[src/rtl/f_le_server_if.sv]
// f_le_server_if: compare request/response bus (req_valid/req_ready/a/b in, rsp_valid/res/err/busy out)
interface f_le_server_if #(parameter int FLEN = 64);
  logic req_valid, req_ready, rsp_valid, res, err, busy;
  logic [FLEN-1:0] a, b;
  modport master(output req_valid, a, b, input req_ready, rsp_valid, res, err, busy);
  modport slave(input req_valid, a, b, output req_ready, rsp_valid, res, err, busy);
endinterface

[src/rtl/f_le_server.sv]
// f_le_server: sequential IEEE-754 a<=b comparator; ports clk, rst, s (slave: req_valid/a/b -> req_ready, rsp_valid, res, err, busy)
module f_le_server #(
  parameter int FLEN = 64,
  parameter int CHUNK = 16
) (
  input logic clk,
  input logic rst,
  f_le_server_if.slave s
);
  localparam int EXP_W = FLEN == 32 ? 8 : 11;
  localparam int NSLICE = (FLEN - 1 + CHUNK - 1) / CHUNK;
  localparam int MW = NSLICE * CHUNK;
  localparam int IW = NSLICE > 1 ? $clog2(NSLICE) : 1;
  localparam logic [IW-1:0] LAST = IW'(NSLICE - 1);
  typedef enum logic [1:0] {IDLE, CLASSIFY, SCAN, DONE} state_t;
  state_t state, state_n;
  logic [FLEN-1:0] ra, rb;
  logic [IW-1:0] idx, idx_n;
  logic res_q, res_n, err_q, err_n, load;
  logic [NSLICE-1:0][CHUNK-1:0] mag_a, mag_b;
  logic [CHUNK-1:0] sa, sb;
  logic special, zeros, neg;
  assign mag_a = MW'(ra[FLEN-2:0]);
  assign mag_b = MW'(rb[FLEN-2:0]);
  // slice 0 is the most-significant slice, stored at the top packed index
  assign sa = mag_a[LAST - idx];
  assign sb = mag_b[LAST - idx];
  assign special = (&ra[FLEN-2 -: EXP_W]) | (&rb[FLEN-2 -: EXP_W]);
  assign zeros = ~|ra[FLEN-2:0] & ~|rb[FLEN-2:0];
  assign neg = ra[FLEN-1];
  assign s.req_ready = state == IDLE;
  assign s.busy = state != IDLE;
  assign s.rsp_valid = state == DONE;
  assign s.res = res_q;
  assign s.err = err_q;
  always_ff @(posedge clk)
    if (rst) begin
      state <= IDLE;
      idx <= '0;
      res_q <= 1'b0;
      err_q <= 1'b0;
      ra <= '0;
      rb <= '0;
    end else begin
      state <= state_n;
      idx <= idx_n;
      res_q <= res_n;
      err_q <= err_n;
      ra <= load ? s.a : ra;
      rb <= load ? s.b : rb;
    end
  always_comb begin
    state_n = state;
    idx_n = idx;
    res_n = res_q;
    err_n = err_q;
    load = 1'b0;
    case (state)
      IDLE: if (s.req_valid) begin
        state_n = CLASSIFY;
        idx_n = '0;
        load = 1'b1;
      end
      CLASSIFY: begin
        state_n = special | zeros | (ra[FLEN-1] ^ rb[FLEN-1]) ? DONE : SCAN;
        err_n = special ? 1'b1 : err_q;
        res_n = special ? 1'b0 : zeros ? 1'b1 : ra[FLEN-1];
        err_n = state_n == DONE ? special : err_q;
        res_n = state_n == DONE ? res_n : res_q;
      end
      SCAN: if (sa != sb || idx == LAST) begin
        state_n = DONE;
        err_n = 1'b0;
        res_n = sa == sb ? 1'b1 : neg ? sa > sb : sa < sb;
      end else
        idx_n = idx + 1'b1;
      default: state_n = IDLE;
    endcase
  end
endmodule

[src/flat_wrapper.sv]
// flat-port wrapper written by rule: the top's interface ports become plain ports
module f_le_server_flat 
#(
  parameter int FLEN = 64,
  parameter int CHUNK = 16
)
  (clk, rst, s_req_valid, s_a, s_b, s_req_ready, s_rsp_valid, s_res, s_err, s_busy);
  f_le_server_if #(.FLEN(FLEN)) s_i ();
  input logic clk;
  input logic rst;
  input wire logic [$bits(s_i.req_valid)-1:0] s_req_valid;
  input wire logic [$bits(s_i.a)-1:0] s_a;
  input wire logic [$bits(s_i.b)-1:0] s_b;
  output wire logic [$bits(s_i.req_ready)-1:0] s_req_ready;
  output wire logic [$bits(s_i.rsp_valid)-1:0] s_rsp_valid;
  output wire logic [$bits(s_i.res)-1:0] s_res;
  output wire logic [$bits(s_i.err)-1:0] s_err;
  output wire logic [$bits(s_i.busy)-1:0] s_busy;
  assign s_i.req_valid = s_req_valid;
  assign s_i.a = s_a;
  assign s_i.b = s_b;
  assign s_req_ready = s_i.req_ready;
  assign s_rsp_valid = s_i.rsp_valid;
  assign s_res = s_i.res;
  assign s_err = s_i.err;
  assign s_busy = s_i.busy;
  f_le_server #(.FLEN(FLEN), .CHUNK(CHUNK)) u_core (.clk(clk), .rst(rst), .s(s_i));
endmodule
[config.mk]
export PLATFORM = sky130hd
export DESIGN_NAME = f_le_server_flat
export DESIGN_NICKNAME = d
export VERILOG_FILES = /design/src/rtl/f_le_server_if.sv /design/src/rtl/f_le_server.sv /design/src/flat_wrapper.sv
export SDC_FILE = /design/constraint.sdc
export NUM_CORES = 1
export LEC_CHECK = 0
export ABC_AREA = 1
export BUFFER_PORTS_ARGS = -buffer_cell sky130_fd_sc_hd__buf_2
export CAP_MARGIN = 10
export CORE_ASPECT_RATIO = 1.4
export CORE_MARGIN = 2
export CORE_UTILIZATION = 45
export DETAILED_ROUTE_END_ITERATION = 8
export PLACE_DENSITY = 0.77
export SLEW_MARGIN = 20
export SYNTH_ARGS = -nofsm -noshare
export SYNTH_HDL_FRONTEND = slang
export SYNTH_SLANG_ARGS = --single-unit
[constraint.sdc]
create_clock -name clk -period 2.85 [get_ports clk]
set_clock_uncertainty 0.05 [all_clocks]
set_input_delay 0.1425 -clock clk [delete_from_list [all_inputs] [get_ports clk]]
set_output_delay 0.1425 -clock clk [all_outputs]
set_load 0.01 [all_outputs]
After elaboration in Yosys (flattened, before gate mapping). Index checks and enable logic that the tools add are counted.

Magnitude comparators: 3. Reductions and logical operators: 14. Div/mod/pow operators: 0. Multiply operators: 0. Bitwise operators: 5. Mux-type cells: 23. Add/subtract/negate cells: 2. Shift-type cells: 0. Equality and inequality tests: 11.

Operators with widths (number): OR reduction 63 bit (2); binary-select mux 16 bit (select 2 bit) (2); two-way mux 16 bit (2); AND reduction 11 bit (2); == test 16 bit (1); > comparator 16 bit (1); < comparator 16 bit (1); != test 16 bit (1); two-way mux 1 bit (11); == test 2 bit, second input constant (4); two-way mux 2 bit (4); case mux 2 bit (3 select lines) (1); AND reduction 3 bit (2); nonzero test 2 bit (3); != test 2 x 1 -> 1 bit, second input constant (2); != test 2 bit, second input constant (2); case mux 1 bit (2 select lines) (2); case mux 2 bit (2 select lines) (1); < comparator 2 x 3 -> 1 bit, second input constant (1); OR 1 bit (3); adder 2 x 1 -> 2 bit, second input constant (1); == test 2 x 1 -> 1 bit, second input constant (1); logical NOT 1 bit (2); logical NOT 2 bit (1); other kinds (5) (5).

ROM bits: 0. Memories kept: 0. Word-level logic and storage cells: 64. Input bits: 131. Bits in writable memories: 0. Bits in latches: 0. Output and inout bits: 5. Bits in registers: 134.

Logic depth before layout (Yosys ltp). Gate-level depths: netlist of run 1.

Word-level depth: 9. Mapped depth: 21. Gate-level depth less buffers: 19.

Least setup slack after synthesis of run 1. OpenSTA, ideal clock, no wires.

Kind: reg2reg. Start point: reg u_core.idx[0]. End point: reg u_core.state[0]. Buffers on the path: 3. Arrival: 2144 ps. Slack: 537 ps. Data required time: 2681 ps. Cell stages (with the launch flop): 17. Clock period less this slack: 2313 ps. Library setup time: 119 ps. Cell sequence: dfxtp_1 > buf_2 > inv_1 > buf_2 > buf_2 > o21ai_0 > o22ai_1 > ha_1 > nand2_1 > inv_1 > nand3_1 > nor3_2 > nand4_4 > nand2_1 > inv_1 > o21ai_0 > a21oi_1.

Longest elaborated chain between the ends: 7. Elaborated cells on any way between the ends: 10. Classes of those cells: 1 x add/sub; 3 x eq/ne; 4 x mux; 2 x reduce/logical.

Ends and longest elaborated chain: from (decl) (RTL line f_le_server.sv:18) `logic [IW-1:0] idx, idx_n;`; from (signal assigned) (RTL line f_le_server.sv:46) `idx <= idx_n;`; subtractor 2 bit (RTL line f_le_server.sv:26, f_le_server.sv:27); binary-select mux 16 bit (select 2 bit), on equally long branches (RTL line f_le_server.sv:26, f_le_server.sv:27); two-way mux 16 bit, on equally long branches (RTL line f_le_server.sv:26, f_le_server.sv:27); != test 16 bit (RTL line f_le_server.sv:71) `SCAN: if (sa != sb || idx == LAST) begin`; logical OR 1 bit (*) (RTL line f_le_server.sv:71); != test 2 x 1 -> 1 bit (no source line) (*); AND reduction 2 bit (no source line) (*); to (signal assigned) (RTL line f_le_server.sv:45) `state <= state_n;`; to (decl) (RTL line f_le_server.sv:16) `state_t state, state_n;`.

Every way passes the cells marked *; elsewhere a longest branch is shown, timed or not. The select of a mux whose other input is x is not followed. A chain may end at the register's enable or synchronous reset.

Worst setup path after layout of run 1.
Start point: reg u_core.idx[1]. End point: reg u_core.idx[0].

Longest elaborated chain between the ends: 7. Elaborated cells on any way between the ends: 10. Classes of those cells: 1 x add/sub; 3 x eq/ne; 4 x mux; 2 x reduce/logical.

Ends and longest elaborated chain (RTL line): subtractor 2 bit (f_le_server.sv:26, f_le_server.sv:27); binary-select mux 16 bit (select 2 bit), on equally long branches (f_le_server.sv:26, f_le_server.sv:27); two-way mux 16 bit, on equally long branches (f_le_server.sv:26, f_le_server.sv:27); != test 16 bit (f_le_server.sv:71); logical OR 1 bit (*) (f_le_server.sv:71); != test 2 bit (no source line) (*); AND reduction 3 bit (no source line) (*).

Marked as above.

==> summary.md, run 1 <==
| Metric | Value |
|---|---|
| Routed Antenna Nets | 0 |
| # IOs | 136 |
| Initial antenna violation count | 0 |
| R2R setup slack | 290 ps |
| Commonest non-fill, non-tap cell in the layout | nor2_1 |
| Cts bufs inserted | 17 |
| Post-Route WL | 21,600 um |
| Hold Path Stages | 3 |
| Highest routed metal layer | met4 |
| Max_cap viols | 0 |
| Worst slew pin tran | 578 ps |
| Worst EP required | 3110 ps |
| CP delay by family, top | compound AO/OA/AOI/OAI gates |
| Met3 routed WL | 876 um |
| # DRC | 0 |
| Syn_area_per_cell | 6.74 um2 |
| Reg clk slew, reported paths | 60 ps |
| WL met1 | 8300 um |
| Crit path capture type | flip-flop |
| Std cell rows | 52 |
| Layout cells sized above 1 | 19.4% |
| Largest net degree at the start of global routing | 133 |
| Critical Path Source Type | flip-flop |
| Clk buf depth | 2 |
| Worst EP arrival | 2820 ps |
| Syn Nets | 1,138 |
| Quantity of I/O buffers inserted on ports | 135 |
| CP peak stage delay | 490 ps |
| Worst r2r path cells | 14 |
| GRT Util Overall | 27.2% |
| Fin. Hold Viols | 0 |
| First-pass GRT wire length | 33,200 um |
| DR vias | 7,293 |
| Peak supply drop | 0.421 mV |
| Slew HR | 61.0% |
| Final setup TNS | 0 ps |
| Vias in the first global route | 6,974 |
| Reg-to-reg startpoint | u_core.idx[1] |
| Die ar. | 15,800 um2 |
| Hold Crit Class | in2reg |
| Routability cong. | 0.964 |
| Outcome | finished, final reports clean |
| Count of buffer and inverter cells on the critical path | 2 |
| Fmax | 0.391 GHz |
| CP startpoint | u_core.idx[1] |
| Design area | 9180 um2 |
| Via-per-instance ratio | 5.22 |
| Static Leak | 4.08 nW |
| Period utilization | 89.8% |
| DRT iter0 DRCs | 363 |
| Nets@finish | 1,350 |
| CTS tree | done |
| Core area | 14,400 um2 |
| Global route overflow | 0 |
| CP most frequent cell | a21oi_1 |
| DP Area | 7450 um2 |
| Pwr dens | 966 nW/um2 |
| RSZ-0062 raised after global routing | false |
| Final core occ | 63.6% |
| Design Power | 0.00887 W |
| Synth cell types | 28 |
| HP Start | s_b[18] |
| Hold endpoint | u_core.rb[18] |
| Die X | 107 um |
| Worst-Skew Late Latency | 420 ps |
| Drt pass-1 iters | 4 |
| Post-DP HPWL | 14,500 um |
| Seq cells post-synth | 134 |
| Syn Inst Count | 985 |
| Clk sink count | 134 |
| Final Instance Count excl. Fillers | 1,398 |
| Critical-path top delay cell | dfxtp_1 |
| Crit-path cells | buf_6 > o21ai_0 > a21oi_1 > a21oi_1 > ha_1 > nand2_1 > nor2_2 > nand4_1 > inv_2 > nand4_4 > o21ai_2 > nand2_1 > a21oi_1 > nor3_1 |
| Mapped cell area | 6640 um2 |
| Final Slew Violations | 0 |
| Routed wire per std cell | 15.4 um |
| Yosys warns | 0 |
| Tmin final | 2560 ps |
| Area Overhead vs Synth | 38.3% |
| Worst reg2reg path endpoint | u_core.idx[0] |
| Worst-path fanout max | 22 |
| Initial Util | 46.0% |
| Most frequent cells in the layout | 196 x nor2_1, 188 x o21ai_0, 135 x buf_2 |
| Root Buffer | clkbuf_16 |
| Crit Path Class | reg2reg |
| Diode count | 0 |
| Vert. Die Dim | 148 um |
| Final setup fails | 0 |
| Routed length on met2 | 11,300 um |
| H-tree Lvls | 4 |
| Register area share after synthesis | 40.4% |
| DP Cell Count | 1,259 |
report_power, final:
group	leakage (nW)	internal (W)	switching, W	total, W
registers	1.11	0.00243	0.000453	0.00288
logic	2.67	0.00135	0.00225	0.00359
clock network	0.309	0.00157	0.000825	0.00240
routing by layer:
metal	GRT usage [%]	up-vias
li1	-	3665
met1	28.3	3314
met2	51.0	250
met3	4.19	64
met4	15.3	0
met5	0	-
worst register-to-register path, delay by kind of cell, from the launching register on:
family | cells | cell delay, ps
AO/OA/AOI/OAI | 5 | 620
adder cells (fa/ha/maj) | 1 | 320
buffers and inverters | 2 | 370
flip-flops | 1 | 490
AND/OR/NAND/NOR | 6 | 610
worst max-delay path by stage:
stage / endpoint / depth (start not counted)
2_1_floorplan: u_core.state[0] / 16
3_3_place_gp: u_core.state[0] / 14
3_5_place_dp: u_core.idx[0] / 14
4_1_cts: u_core.idx[0] / 14
5_1_grt: u_core.state[0] / 14
6_report: u_core.idx[0] / 14
cell usage after synthesis:
| master | count | area [um2] |
|---|---|---|
| or2_2 | 2 | 12.5 |
| o22ai_1 | 14 | 87.6 |
| nor3_2 | 1 | 10.0 |
| nor2_2 | 3 | 18.8 |
| buf_4 | 1 | 7.51 |
| xor2_1 | 1 | 8.76 |
| o21ai_0 | 188 | 941 |
| inv_1 | 56 | 210 |
| o21ai_2 | 1 | 8.76 |
| ha_1 | 22 | 275 |
| dfxtp_1 | 134 | 2680 |
| inv_2 | 43 | 161 |
| nand3_2 | 2 | 20.0 |
| o211ai_1 | 5 | 37.5 |
| clkbuf_2 | 1 | 5.00 |
| buf_1 | 2 | 7.51 |
| nand4_4 | 1 | 21.3 |
| buf_2 | 10 | 50.1 |
| nand4_1 | 8 | 50.1 |
| nor3_1 | 9 | 45.0 |
| buf_6 | 1 | 11.3 |
| nor2_1 | 196 | 736 |
| nand3_1 | 9 | 45.0 |
| clkbuf_1 | 47 | 176 |
| a21oi_1 | 117 | 586 |
| nand2_2 | 2 | 12.5 |
| nand2_1 | 108 | 405 |
| a21o_1 | 1 | 7.51 |
through the flow:
stage / worst slack, ps / hold WS [ps]
floorplan: 537 / 172
global placement: 344 / 345
detailed placement: 290 / 346
CTS: 269 / 0.0292
global route: 71.8 / 15.5
finish: 290 / 7.27
sequential cells by signal, summed over array words and instances, names as in the netlist:
signal        flops
u_core.state      2
u_core.s.err      1
u_core.rb        64
u_core.idx        2
u_core.s.res      1
u_core.ra        64
cell type report:
class | instances | area [um2]
fill | 1243 | 5260
tap | 189 | 236
multi-input combinational | 690 | 3330
clock inverter | 12 | 201
timing repair buffer | 255 | 1910
clock buffer | 19 | 443
inverter | 99 | 372
sequential | 134 | 2680
what timing repair did:
action	CTS	global route
hold buffers	107	1
endpoints found under the setup margin	0	1
buffers inserted	0	0
endpoints found under the hold margin	108	1
resized for setup	0	1
cells by family (layout without fill, tap and decap cells):
family                   after synthesis  after routing  share of synthesized area [%]
buffers and inverters                161            385                           9.48
XOR/XNOR                               1              1                          0.132
AO/OA/AOI/OAI                        326            326                           25.1
AND/OR/NAND/NOR                      341            341                           20.7
flip-flops                           134            134                           40.4
adder cells (fa/ha/maj)               22             22                           4.15
Note: power is estimated with default switching activity, not from simulation.
==> run 2, diff against run 1 <==
--- a/config.mk
+++ b/config.mk
@@ -12,6 +12,7 @@
 export CORE_MARGIN = 2
 export CORE_UTILIZATION = 45
 export DETAILED_ROUTE_END_ITERATION = 8
+export GPL_TIMING_DRIVEN = 0
 export PLACE_DENSITY = 0.77
 export SLEW_MARGIN = 20
 export SYNTH_ARGS = -nofsm -noshare
==> run 2 against run 1 <==
Compared with the run above: the flow now finishes with violations (hold timing); maximum frequency fell by 7.8%; clock-buffer cell count did not move; highest routed layer unchanged; die area did not move; critical path type unchanged.
==> summary.md, run 2 (synthesis gave the netlist of run 1 again) <==
| Metric | Value |
|---|---|
| Final core occ | 65.2% (+1.6 points) |
| Static Leak | 4.18 nW (+2.4%) |
| Crit path capture type | flip-flop |
| Met2 usage | 57.6% (+6.6 points) |
| Final Slew Violations | 0 (unchanged) |
| Quantity of I/O buffers inserted on ports | 135 (unchanged) |
| Vert. Die Dim | 148 um (unchanged) |
| Die X | 107 um (unchanged) |
| DP Cell Count | 1,309 (+4.0%) |
| Core area | 14,400 um2 (unchanged) |
| Clk buf depth | 2 (unchanged) |
| Worst EP required | 3120 ps (about the same) |
| Std cell rows | 52 (unchanged) |
| Diode count | 0 (unchanged) |
| Storage element area | 2680 um2 (unchanged) |
| Vias in the first global route | 7,854 (+13%) |
| Cts bufs inserted | 17 (unchanged) |
| # DRC | 0 (unchanged) |
| Slew HR | 55.7% (-5.3 points) |
| Post-DP HPWL | 16,900 um (+17%) |
| Routability cong. | 0.962 (-0.26%) |
| # IOs | 136 (unchanged) |
| Multi-input gate area | 3350 um2 (+0.64%) |
| Peak supply drop | 0.476 mV (+13%) |
| Hold WS | -5.41 ps (-12.7 ps) |
| Area Overhead vs Synth | 41.8% |
| Fin. Hold Viols | 4 (+4) |
| Final setup margin | 73.8 ps (-217 ps) |
| Nets@finish | 1,415 (+4.8%) |
| Via-per-instance ratio | 5.45 (+4.4%) |
| Pwr dens | 955 nW/um2 (-1.1%) |
| Worst EP arrival | 3050 ps (+230 ps) |
| Most frequent cells in the layout | 196 x nor2_1, 187 x o21ai_0, 143 x buf_2 |
| First-pass GRT wire length | 38,000 um (+14%) |
| Biggest registers after layout | u_core.ra (64), u_core.rb (64) |
| Worst slew pin tran | 665 ps (+86.3 ps) |
| Worst-Skew Late Latency | 430 ps (about the same) |
| Routed Antenna Nets | 0 (unchanged) |
| Busiest grt layer | met2 |
| Die ar. | 15,800 um2 (unchanged) |
| DR vias | 7,972 (+9.3%) |
| Layout cells sized above 1 | 19.2% (-0.14 points) |
| Design Power | 0.00899 W (+1.4%) |
| Final setup fails | 0 (unchanged) |
| Routed wire per std cell | 17.2 um (+12%) |
| Worst-path fanout max | 10 (-55%) |
| Outcome | finished with violations |
| Post-Route WL | 25,200 um (+17%) |
| Largest net degree at the start of global routing | 17 (-87%) |
| Reg clk slew, reported paths | 60 ps (about the same) |
| Initial antenna violation count | 0 (unchanged) |
| Crit Path Class | reg2reg |
| Final Instance Count excl. Fillers | 1,464 (+4.7%) |
| Tmin final | 2780 ps (+217 ps) |
| DRT iter0 DRCs | 590 (+63%) |
| Grt met3 use | 5.07% (+0.88 points) |
| Failing checks | hold timing |
| CTS tree | done |
| Initial Util | 46.0% (unchanged) |
| Period utilization | 97.4% (+7.6 points) |
| Drt pass-1 iters | 5 (+1) |
| Post-place setup slack | -21.5 ps (-312 ps) |
| Clk sink count | 134 (unchanged) |
| Root Buffer | clkbuf_16 |
| Commonest non-fill, non-tap cell in the layout | nor2_1 |
| Hold Crit Class | in2reg |
| H-tree Lvls | 4 (unchanged) |
| Max_cap viols | 0 (unchanged) |
| Critical Path Source Type | flip-flop |
| M1 GR Usage | 33.4% (+5.1 points) |
| Fmax | 0.360 GHz (-7.8%) |
| GRT Util Overall | 31.7% (+4.5 points) |
| Global route overflow | 0 (unchanged) |
| Fill cell count | 1,250 (+0.56%) |
run 2: per-stage QoR:
stage	TNS [ps]	instance area, um2
3_5_place_dp	-40.3	7550
5_1_grt	-44.6	9410
3_3_place_gp	0	7550
6_report	0	9410
2_1_floorplan	0	6640
4_1_cts	0	9330
run 2: timing repair:
item,in CTS,in global routing
gates resized for setup,2,23
pin swaps,1,4
endpoints found under the hold margin,119,2
buffers inserted,0,2
gates cloned,0,1
endpoints found under the setup margin,3,6
hold buffers,118,2
run 2: path summary, 6_finish.rpt:
path / start / to / slack [ps] / depth (start not counted)
min: s_b[52] / u_core.rb[52] / -5 / 3
min reg2reg: u_core.rb[5] / u_core.rb[5] / 410 / 2
max: u_core.idx[0] / u_core.idx[1] / 70 / 16
max reg2reg: u_core.idx[0] / u_core.idx[1] / 70 / 16
run 2: power breakdown:
part           switching [W]  internal [W]
registers           0.000451       0.00243
logic                0.00250       0.00140
clock network       0.000901       0.00132
run 2: layout make-up:
| type | instances | share of cell area (%) |
|---|---|---|
| multi-input combinational | 690 | 35.6 |
| sequential | 134 | 28.5 |
| timing repair buffer | 258 | 20.1 |
| clock buffer | 19 | 4.70 |
| inverter | 99 | 3.95 |
| buffer | 62 | 2.99 |
| tap | 189 | 2.51 |
| clock inverter | 13 | 1.56 |
run 2: per-layer routing:
layer / vias up / part of all wire (%)
li1: 3796 / -
met1: 3704 / 37
met2: 349 / 51
met3: 123 / 5.0
met4: 0 / 6.7
met5: - / 0
run 2: critical path, cell delays in order, from the launching register on:
cell and delay (ps):
dfxtp_2 350, buf_6 120, inv_1 50, buf_4 170
buf_6 150, o211ai_1 290, nand2_1 110, ha_1 310
nand2_1 50, inv_1 80, nand3_2 120, nor3_4 230
nand4_4 190, o21ai_4 120, nand2_1 90, a21oi_1 130
nor3_1 50
